### src/rtl/pc_sequencer.sv
// pc_sequencer: program-counter sequencer for a single-issue in-order front end.
// It keeps at most one instruction fetch outstanding, holds the fetched
// instruction until the decoder takes it, and applies resolved branch/jump
// redirects. A response that belongs to a squashed fetch is dropped in DRAIN.
module pc_sequencer #(
    parameter logic [31:0] RESET_PC = 32'h0000_0000
) (
    input  logic        clk,
    input  logic        rst_n,

    // Instruction memory fetch port
    output logic        imem_req,
    output logic [31:0] imem_addr,
    input  logic        imem_gnt,
    input  logic        imem_rvalid,
    input  logic [31:0] imem_rdata,

    // Decoder handoff
    output logic        instr_valid,
    output logic [31:0] instr,
    output logic [31:0] instr_pc,
    input  logic        dec_ready,

    // Branch resolution from execute
    input  logic        br_valid,
    input  logic        br_taken,
    input  logic [31:0] br_target,
    output logic        pc_sel,
    output logic        flush,
    output logic        misalign_err
);

    typedef enum logic [2:0] {
        S_IDLE  = 3'd0,
        S_FETCH = 3'd1,
        S_WAIT  = 3'd2,
        S_ISSUE = 3'd3,
        S_DRAIN = 3'd4
    } state_e;

    state_e      state_q, state_d;
    logic [31:0] pc_q, pc_d;
    logic [31:0] instr_q, instr_d;
    logic [31:0] instr_pc_q, instr_pc_d;
    logic        flush_q, flush_d;
    logic        misalign_q, misalign_d;

    logic        br_take;
    logic        br_aligned;
    logic        redirect;
    logic        redirect_act;
    logic [31:0] pc_plus4;

    // Classify the resolved branch: only a word-aligned taken target redirects.
    assign br_take      = br_valid && br_taken;
    assign br_aligned   = (br_target[1:0] == 2'b00);
    assign redirect     = br_take && br_aligned;
    // A redirect seen before the first fetch has started has nothing to steer.
    assign redirect_act = redirect && (state_q != S_IDLE);
    // Sequential increment wraps naturally at 2^32.
    assign pc_plus4     = pc_q + 32'd4;

    // Next-state, next-PC and capture logic.
    // NOTE: every signal gets a default at the top so no path can leave it
    // unassigned; that is what keeps this block free of inferred latches.
    always_comb begin
        state_d    = state_q;
        pc_d       = pc_q;
        instr_d    = instr_q;
        instr_pc_d = instr_pc_q;

        unique case (state_q)
            S_IDLE: begin
                state_d = S_FETCH;
            end
            S_FETCH: begin
                // Request stays up with a stable address until the memory grants.
                if (imem_gnt) begin
                    state_d = S_WAIT;
                end
            end
            S_WAIT: begin
                if (imem_rvalid) begin
                    instr_d    = imem_rdata;
                    instr_pc_d = pc_q;
                    pc_d       = pc_plus4;
                    state_d    = S_ISSUE;
                end
            end
            S_ISSUE: begin
                if (dec_ready) begin
                    state_d = S_FETCH;
                end
            end
            S_DRAIN: begin
                // Swallow the response of the squashed fetch.
                if (imem_rvalid) begin
                    state_d = S_FETCH;
                end
            end
            default: begin
                state_d = S_IDLE;
            end
        endcase

        // A redirect overrides normal sequencing. If a fetch is still in
        // flight (granted but not answered) its response must be drained.
        if (redirect_act) begin
            pc_d       = br_target;
            instr_d    = instr_q;
            instr_pc_d = instr_pc_q;
            unique case (state_q)
                S_FETCH: state_d = imem_gnt    ? S_DRAIN : S_FETCH;
                S_WAIT:  state_d = imem_rvalid ? S_FETCH : S_DRAIN;
                S_ISSUE: state_d = S_FETCH;
                // A redirect while draining keeps waiting for the stale
                // response unless it arrives in this very cycle.
                S_DRAIN: state_d = imem_rvalid ? S_FETCH : S_DRAIN;
                default: state_d = state_q;
            endcase
        end
    end

    // One-cycle status pulses, registered so they appear the cycle after the event.
    always_comb begin
        flush_d    = redirect_act;
        misalign_d = br_take && !br_aligned;
    end

    // State and datapath registers.
    // NOTE: sequential state uses non-blocking assignments so every register
    // samples the pre-edge value of every other register.
    // NOTE: the asynchronous reset clears the held instruction too, so the
    // decoder never sees stale data after reset.
    always_ff @(posedge clk or negedge rst_n) begin
        if (!rst_n) begin
            state_q    <= S_IDLE;
            pc_q       <= RESET_PC;
            instr_q    <= 32'h0000_0000;
            instr_pc_q <= 32'h0000_0000;
            flush_q    <= 1'b0;
            misalign_q <= 1'b0;
        end else begin
            state_q    <= state_d;
            pc_q       <= pc_d;
            instr_q    <= instr_d;
            instr_pc_q <= instr_pc_d;
            flush_q    <= flush_d;
            misalign_q <= misalign_d;
        end
    end

    // Outputs are decoded straight from registers, never from inputs,
    // except the next-PC mux select which must act in the same cycle.
    assign imem_req     = (state_q == S_FETCH);
    assign imem_addr    = pc_q;
    assign instr_valid  = (state_q == S_ISSUE);
    assign instr        = instr_q;
    assign instr_pc     = instr_pc_q;
    assign flush        = flush_q;
    assign misalign_err = misalign_q;
    assign pc_sel       = redirect;

    // Structural invariants of the handshake.
    property p_req_excl_valid;
        @(posedge clk) disable iff (!rst_n) !(imem_req && instr_valid);
    endproperty
    a_req_excl_valid: assert property (p_req_excl_valid);

    property p_flush_excl_misalign;
        @(posedge clk) disable iff (!rst_n) !(flush && misalign_err);
    endproperty
    a_flush_excl_misalign: assert property (p_flush_excl_misalign);

endmodule

### config.mk
export PLATFORM = sky130hd
export DESIGN_NAME = pc_sequencer
export DESIGN_NICKNAME = d
export VERILOG_FILES = /design/src/rtl/pc_sequencer.sv
export SDC_FILE = /design/constraint.sdc
export NUM_CORES = 1
export LEC_CHECK = 0
export CORE_MARGIN = 4
export CORE_UTILIZATION = 40
export DETAILED_ROUTE_END_ITERATION = 8
export PLACE_DENSITY = 0.76
export SLEW_MARGIN = 20
export SYNTH_ARGS = -nofsm -noshare
export SYNTH_HDL_FRONTEND = slang
export SYNTH_SLANG_ARGS = --single-unit
### constraint.sdc
create_clock -name clk -period 1.7 [get_ports clk]
set_clock_uncertainty 0.2 [all_clocks]
set_input_delay 0.34 -clock clk [delete_from_list [all_inputs] [get_ports clk]]
set_output_delay 0.34 -clock clk [all_outputs]
set_load 0.02 [all_outputs]
# Word level (Yosys, flattened, before mapping)

Index checks and enable logic that the tools add are counted.

Register bits after elaboration: 101
Latch bits: 0
Bits in writable memories: 0
Bits in read-only memories: 0
Bits of input ports: 71
Output and inout bits: 101
Memories: 0

Add/sub/neg operators: 1
$mul: 0
Divide/modulo/power cells: 0
$lt $le $gt $ge: 0
Equality and inequality tests: 9
Shift operators: 0
Muxes and demuxes: 12
Bitwise operators: 1
Reductions and logical operators: 14

Operators by type and width:

| cell                                                                     | number |
|---|---|
| 32-bit two-way mux                                                       | 3 |
| 32-bit by 3-bit adder with 32-bit output (second input constant)         | 1 |
| 3-bit two-way mux                                                        | 7 |
| 3-bit one-hot mux with 5 select lines                                    | 1 |
| 3-bit one-hot mux with 3 select lines                                    | 1 |
| 3-bit by 2-bit equality test with 1-bit output (second input constant)   | 2 |
| 3-bit by 1-bit inequality test with 1-bit output (second input constant) | 2 |
| 3-bit inequality test (second input constant)                            | 2 |
| 5-bit AND reduction                                                      | 1 |
| 1-bit logical AND                                                        | 4 |
| 4-bit inequality test (second input constant)                            | 1 |
| 2-bit nonzero test                                                       | 2 |
| 3-bit by 1-bit equality test with 1-bit output (second input constant)   | 1 |
| 3-bit equality test (second input constant)                              | 1 |
| 3-bit logical NOT                                                        | 1 |
| 3-bit AND reduction                                                      | 1 |
| 3-bit nonzero test                                                       | 1 |
| 2-bit logical NOT                                                        | 1 |
| 2-bit AND reduction                                                      | 1 |
| 2-bit OR reduction                                                       | 1 |
| 1-bit logical NOT                                                        | 1 |
| 1-bit inverter                                                           | 1 |

# Longest topological paths before layout

Depth in word-level cells: 5
Depth in mapped cells: 9
Gate-level depth less buffers: 7

# Worst setup path after synthesis

OpenSTA, ideal clock, no wires.

Path type: input -> register
Start: in br_target[0]
End: reg instr_q[0] (netlist: instr[0])
Library setup time: 125 ps
Arrival time: 1701 ps
Slack: -326 ps
Stages on the path: 7
Path buffers: 1
Path through: nor2_1 > nand3_1 > inv_1 > nand2_2 > nand2_2 > buf_2 > mux2_2

Cells in the longest elaborated chain, start to end: 5

RTL lines:

| element                       | line | source |
|---|---|---|
| from (decl)                   | 27   | `input logic [31:0] br_target,` |
| 2-bit logical NOT             | 56   | `assign br_aligned = (br_target[1:0] == 2'b00);` |
| 1-bit logical AND             | 57   | `assign redirect = br_take && br_aligned;` |
| named net pc_sel              | 28   | `output logic pc_sel,` |
| 1-bit logical AND             | 59   | `assign redirect_act = redirect && (state_q != S_IDLE);` |
| 1-bit inverter (no line)      | n/a  |  |
| 3-bit AND reduction (no line) | n/a  |  |
| to (signal assigned)          | 146  | `instr_q <= instr_d;` |
| to (decl)                     | 43   | `logic [31:0] instr_q, instr_d;` |

The timed path passes the listed nets, and every way through them passes these cells.
A chain may end at the register's enable or synchronous reset.

# Worst setup path in the final report

Start: reg state_q[2]
End: reg pc_q[22] (netlist: imem_addr[22])

Cells in the longest elaborated chain, start to end: 4
Elaborated cells between the ends (all ways): 7
Classes of those cells: eq/ne (1); mux (1); reduce/logical (5)

RTL lines:

| element                       | line | source |
|---|---|---|
| from (decl)                   | 41   | `state_e state_q, state_d;` |
| from (signal assigned)        | 144  | `state_q <= state_d;` |
| 3-bit nonzero test            | 59   |  |
| 1-bit logical AND             | 59   |  |
| 2-bit nonzero test (no line)  | n/a  |  |
| 2-bit AND reduction (no line) | n/a  |  |
| to (signal assigned)          | 145  | `pc_q <= pc_d;` |
| to (decl)                     | 42   | `logic [31:0] pc_q, pc_d;` |

Several ways; a longest one is shown, not always the timed one.

==> flow_metrics.py <==
metrics = {
    "status": {
        "violations": "negative setup slack",
        "status": "complete, but fails checks",
    },
    "route": {
        "vias": 4210,
        "dr.pass1.iters": 4,
        "initialDrtViolationCount": 198,
        "drcViolationCount": 0,
        "routedWlPerCell_um": 18.6,
        "vias_per_cell": 5.43,
        "ant_nets": 0,
        "wirelength_um": 14500,
    },
    "logic_synthesis": {
        "synth.distinct_cells": 44,
        "synth_area_per_cell_um2": 12.1,
        "syn-num-nets": 456,
        "synth_seq_cells": 101,
        "synthCells": 384,
        "ys.flop_type": "dfrtp_1",
        "synth_edf_count": 0,
        "seq_area_frac_synth_pct": 54.6,
        "yosysMostFrequentCell": "dfrtp_1",
        "synth_area_leaders": "dfrtp_1, mux2_2, or4_1, a31oi_1, o31ai_1",
        "synthArstFlopShare_pct": 100,
        "syn_area_um2": 4630,
        "yosysTopAreaCell": "dfrtp_1",
        "ys_warn_count": 0,
        "synth_top_area_share_pct": 54.6,
        "synth_common_cells": "dfrtp_1, mux2_2, nor2_1",
    },
    "grt": {
        "grt_usage_pct": 21.5,
        "grt_util_met3_pct": 6.79,
        "grt.met1_usage_pct": 25.3,
        "grt_pass1_vias": 4429,
        "antenna_found_initial": 0,
        "grt_max_degree": 41,
        "grt-busiest-layer": "met2",
        "grt_pass1_wl_um": 22300,
        "use_met2_pct": 38.2,
        "grt_remaining_overflow": 0,
    },
    "placed_design": {
        "io_buffers": 171,
        "post-dp-hpwl_um": 9540,
        "dpl.cell_count": 738,
        "place.gp.congestion": 0.868,
        "placed_cell_area_um2": 6990,
    },
    "setup_path": {
        "cp_slowest_cell": "or4_4",
        "cp.required_ns": 1.77,
        "cp_top_family": "simple AND/OR/NAND/NOR gates",
        "cp.buffers_inverters": 1,
        "end_kind": "register",
        "crit_path_start_kind": "register",
        "cp_max_fo": 8,
        "crit_chain": "and4bb_4 > nand4_4 > buf_6 > or4_4 > a31oi_4",
        "worst-setup-path-type": "reg -> reg",
        "cp_slowest_stage_delay_ns": 0.43,
        "crit_arrival_ns": 2.08,
    },
    "floorplanning": {
        "chipHeight_um": 116,
        "start_util_pct": 40.7,
        "die_area_um2": 13400,
        "floorplan.rows": 39,
        "core_um2": 11400,
        "die_x_um": 116,
        "ioPinCount": 172,
    },
    "cells_and_area": {
        "diodes": 0,
        "fin_cells": 776,
        "syn2layout_area_growth_pct": 65.5,
        "final_nets": 700,
        "fill_cells": 874,
        "final_core_util_pct": 67.4,
        "drive_gt1_share_pct": 42.3,
        "seq_area_um2": 2560,
        "postLayoutCellArea_um2": 7670,
        "multi_input_area_um2": 2200,
    },
    "timing": {
        "maxSlewHeadroom_pct": 78.2,
        "finalCriticalPeriod_ns": 2.01,
        "setup_viol": 92,
        "period_share_pct": 118,
        "fmax_mhz": 498,
        "slew_violations": 0,
        "rsz0062_at_grt": "yes",
        "worst_pin_slew_ns": 0.327,
        "fin_ws_ns": -0.310,
        "finalHoldViolCount": 0,
    },
    "power_and_ir_drop": {
        "vdd_drop_max_v": 0.00110,
        "leakage_uw": 0.00338,
        "powerDensity_nw_per_um2": 1760,
        "report.power.total_uw": 13500,
    },
    "min_path": {
        "min_path_type": "in -> reg",
    },
    "clock_tree": {
        "cts_tree": "yes",
        "htreeDepth": 3,
        "clkLatencyLatePin_ns": 0.35,
        "clockRootBuffer": "clkbuf_16",
        "numCtsBuffers": 9,
        "path_clk_slew_ns": 0.07,
        "clock_path_buffers": 2,
        "cts_sinks": 101,
    },
    "job": {
        "maxCapViolations": 0,
    },
}
flip-flops by register name (all words and copies together), names as in the netlist:
name and flops:
misalign_err 1, imem_addr 32, instr_pc 32, flush 1
instr 32, state_q 3
worst reg2reg max path, delay by kind of cell, from the launching register on:
| kind | cells | cell delay, ns |
|---|---|---|
| flops | 1 | 0.42 |
| simple gates | 3 | 0.99 |
| compound gates | 1 | 0.14 |
| buf+inv | 1 | 0.19 |
metrics by stage:
stage               worst slack, ns  TNS (ns)  hold WS, ns
CTS                          -0.278    -16.38        0.160
global route                 -0.364    -20.90        0.207
floorplan                    -0.139     -4.48       -0.156
global placement             -0.601    -49.51       0.0674
detailed placement           -0.644    -50.60       0.0682
finish                       -0.310    -17.22        0.161
timing repair:
item | CTS | global route
cloned | 6 | 1
resized for setup | 231 | 41
hold endpoints to repair | 22 | 0
endpoints found under the setup margin | 197 | 107
setup buffers | 12 | 2
pin swaps | 19 | 8
hold buffers | 1 | 0
cell families (layout without fill, tap and decap cells):
kind of cell    after synthesis  in the layout  share of synthesized area [%]
compound gates               59             59                           8.13
flops                       101            101                           54.6
simple gates                123            124                           16.2
xor+xnor                      8              8                           1.51
mux                          65             65                           15.8
fa+ha+maj                     1              1                          0.270
buf+inv                      27            275                           3.57
cell type report:
cell class              instances  area share, %
clock buffers                   9           2.94
clock inverters                 7          0.865
inverters                       4          0.294
multi-input cells             257           28.7
flip-flops and latches        101           33.4
well taps                     143           2.33
repair buffers                255           31.5
final timing paths:
| kind | startpoint | to | slack (ns) | depth (start not counted) |
|---|---|---|---|---|
| worst max-delay path | state_q[2] | imem_addr[22] | -0.31 | 5 |
| worst min-delay path | br_target[1] | misalign_err | 0.16 | 3 |
| worst max register to register | state_q[2] | imem_addr[22] | -0.31 | 5 |
| worst min register to register | instr[9] | instr[9] | 0.30 | 1 |
| max in group asynchronous | rst_n | imem_addr[21] | 0.53 | 3 |
| min in group asynchronous | rst_n | imem_addr[29] | 0.23 | 2 |
layout by cell type (no fill, tap or decap), drive strengths merged, types with 4 or more instances in the layout:
| cell | instances |
|---|---|
| a31oi | 20 |
| and2 | 6 |
| and3 | 4 |
| and4 | 4 |
| buf | 104 |
| clkbuf | 14 |
| clkdlybuf4s15 | 5 |
| clkdlybuf4s50 | 67 |
| clkinv | 5 |
| dfrtp | 101 |
| dlygate4sd2 | 71 |
| inv | 4 |
| mux2 | 64 |
| nand2 | 24 |
| nand3 | 13 |
| nand4 | 14 |
| nor2 | 25 |
| o21ai | 16 |
| o31ai | 15 |
| or3 | 5 |
| or4 | 17 |
| xor2 | 6 |
report_power, final:
| group | internal [µW] | switching (µW) |
|---|---|---|
| Combinational | 3390 | 3680 |
| Sequential | 3590 | 755 |
| Clock | 1130 | 910 |
per-layer routing:
metal  wire length (µm)  up-vias  share of wire (%)
li1                   -     1921                  -
met1               5720     2080                 40
met2               7180      181                 50
met3               1270       28                8.7
met4                298        0                2.1
met5                  0        -                  0
No activity file was read; power rests on OpenSTA's default activity.
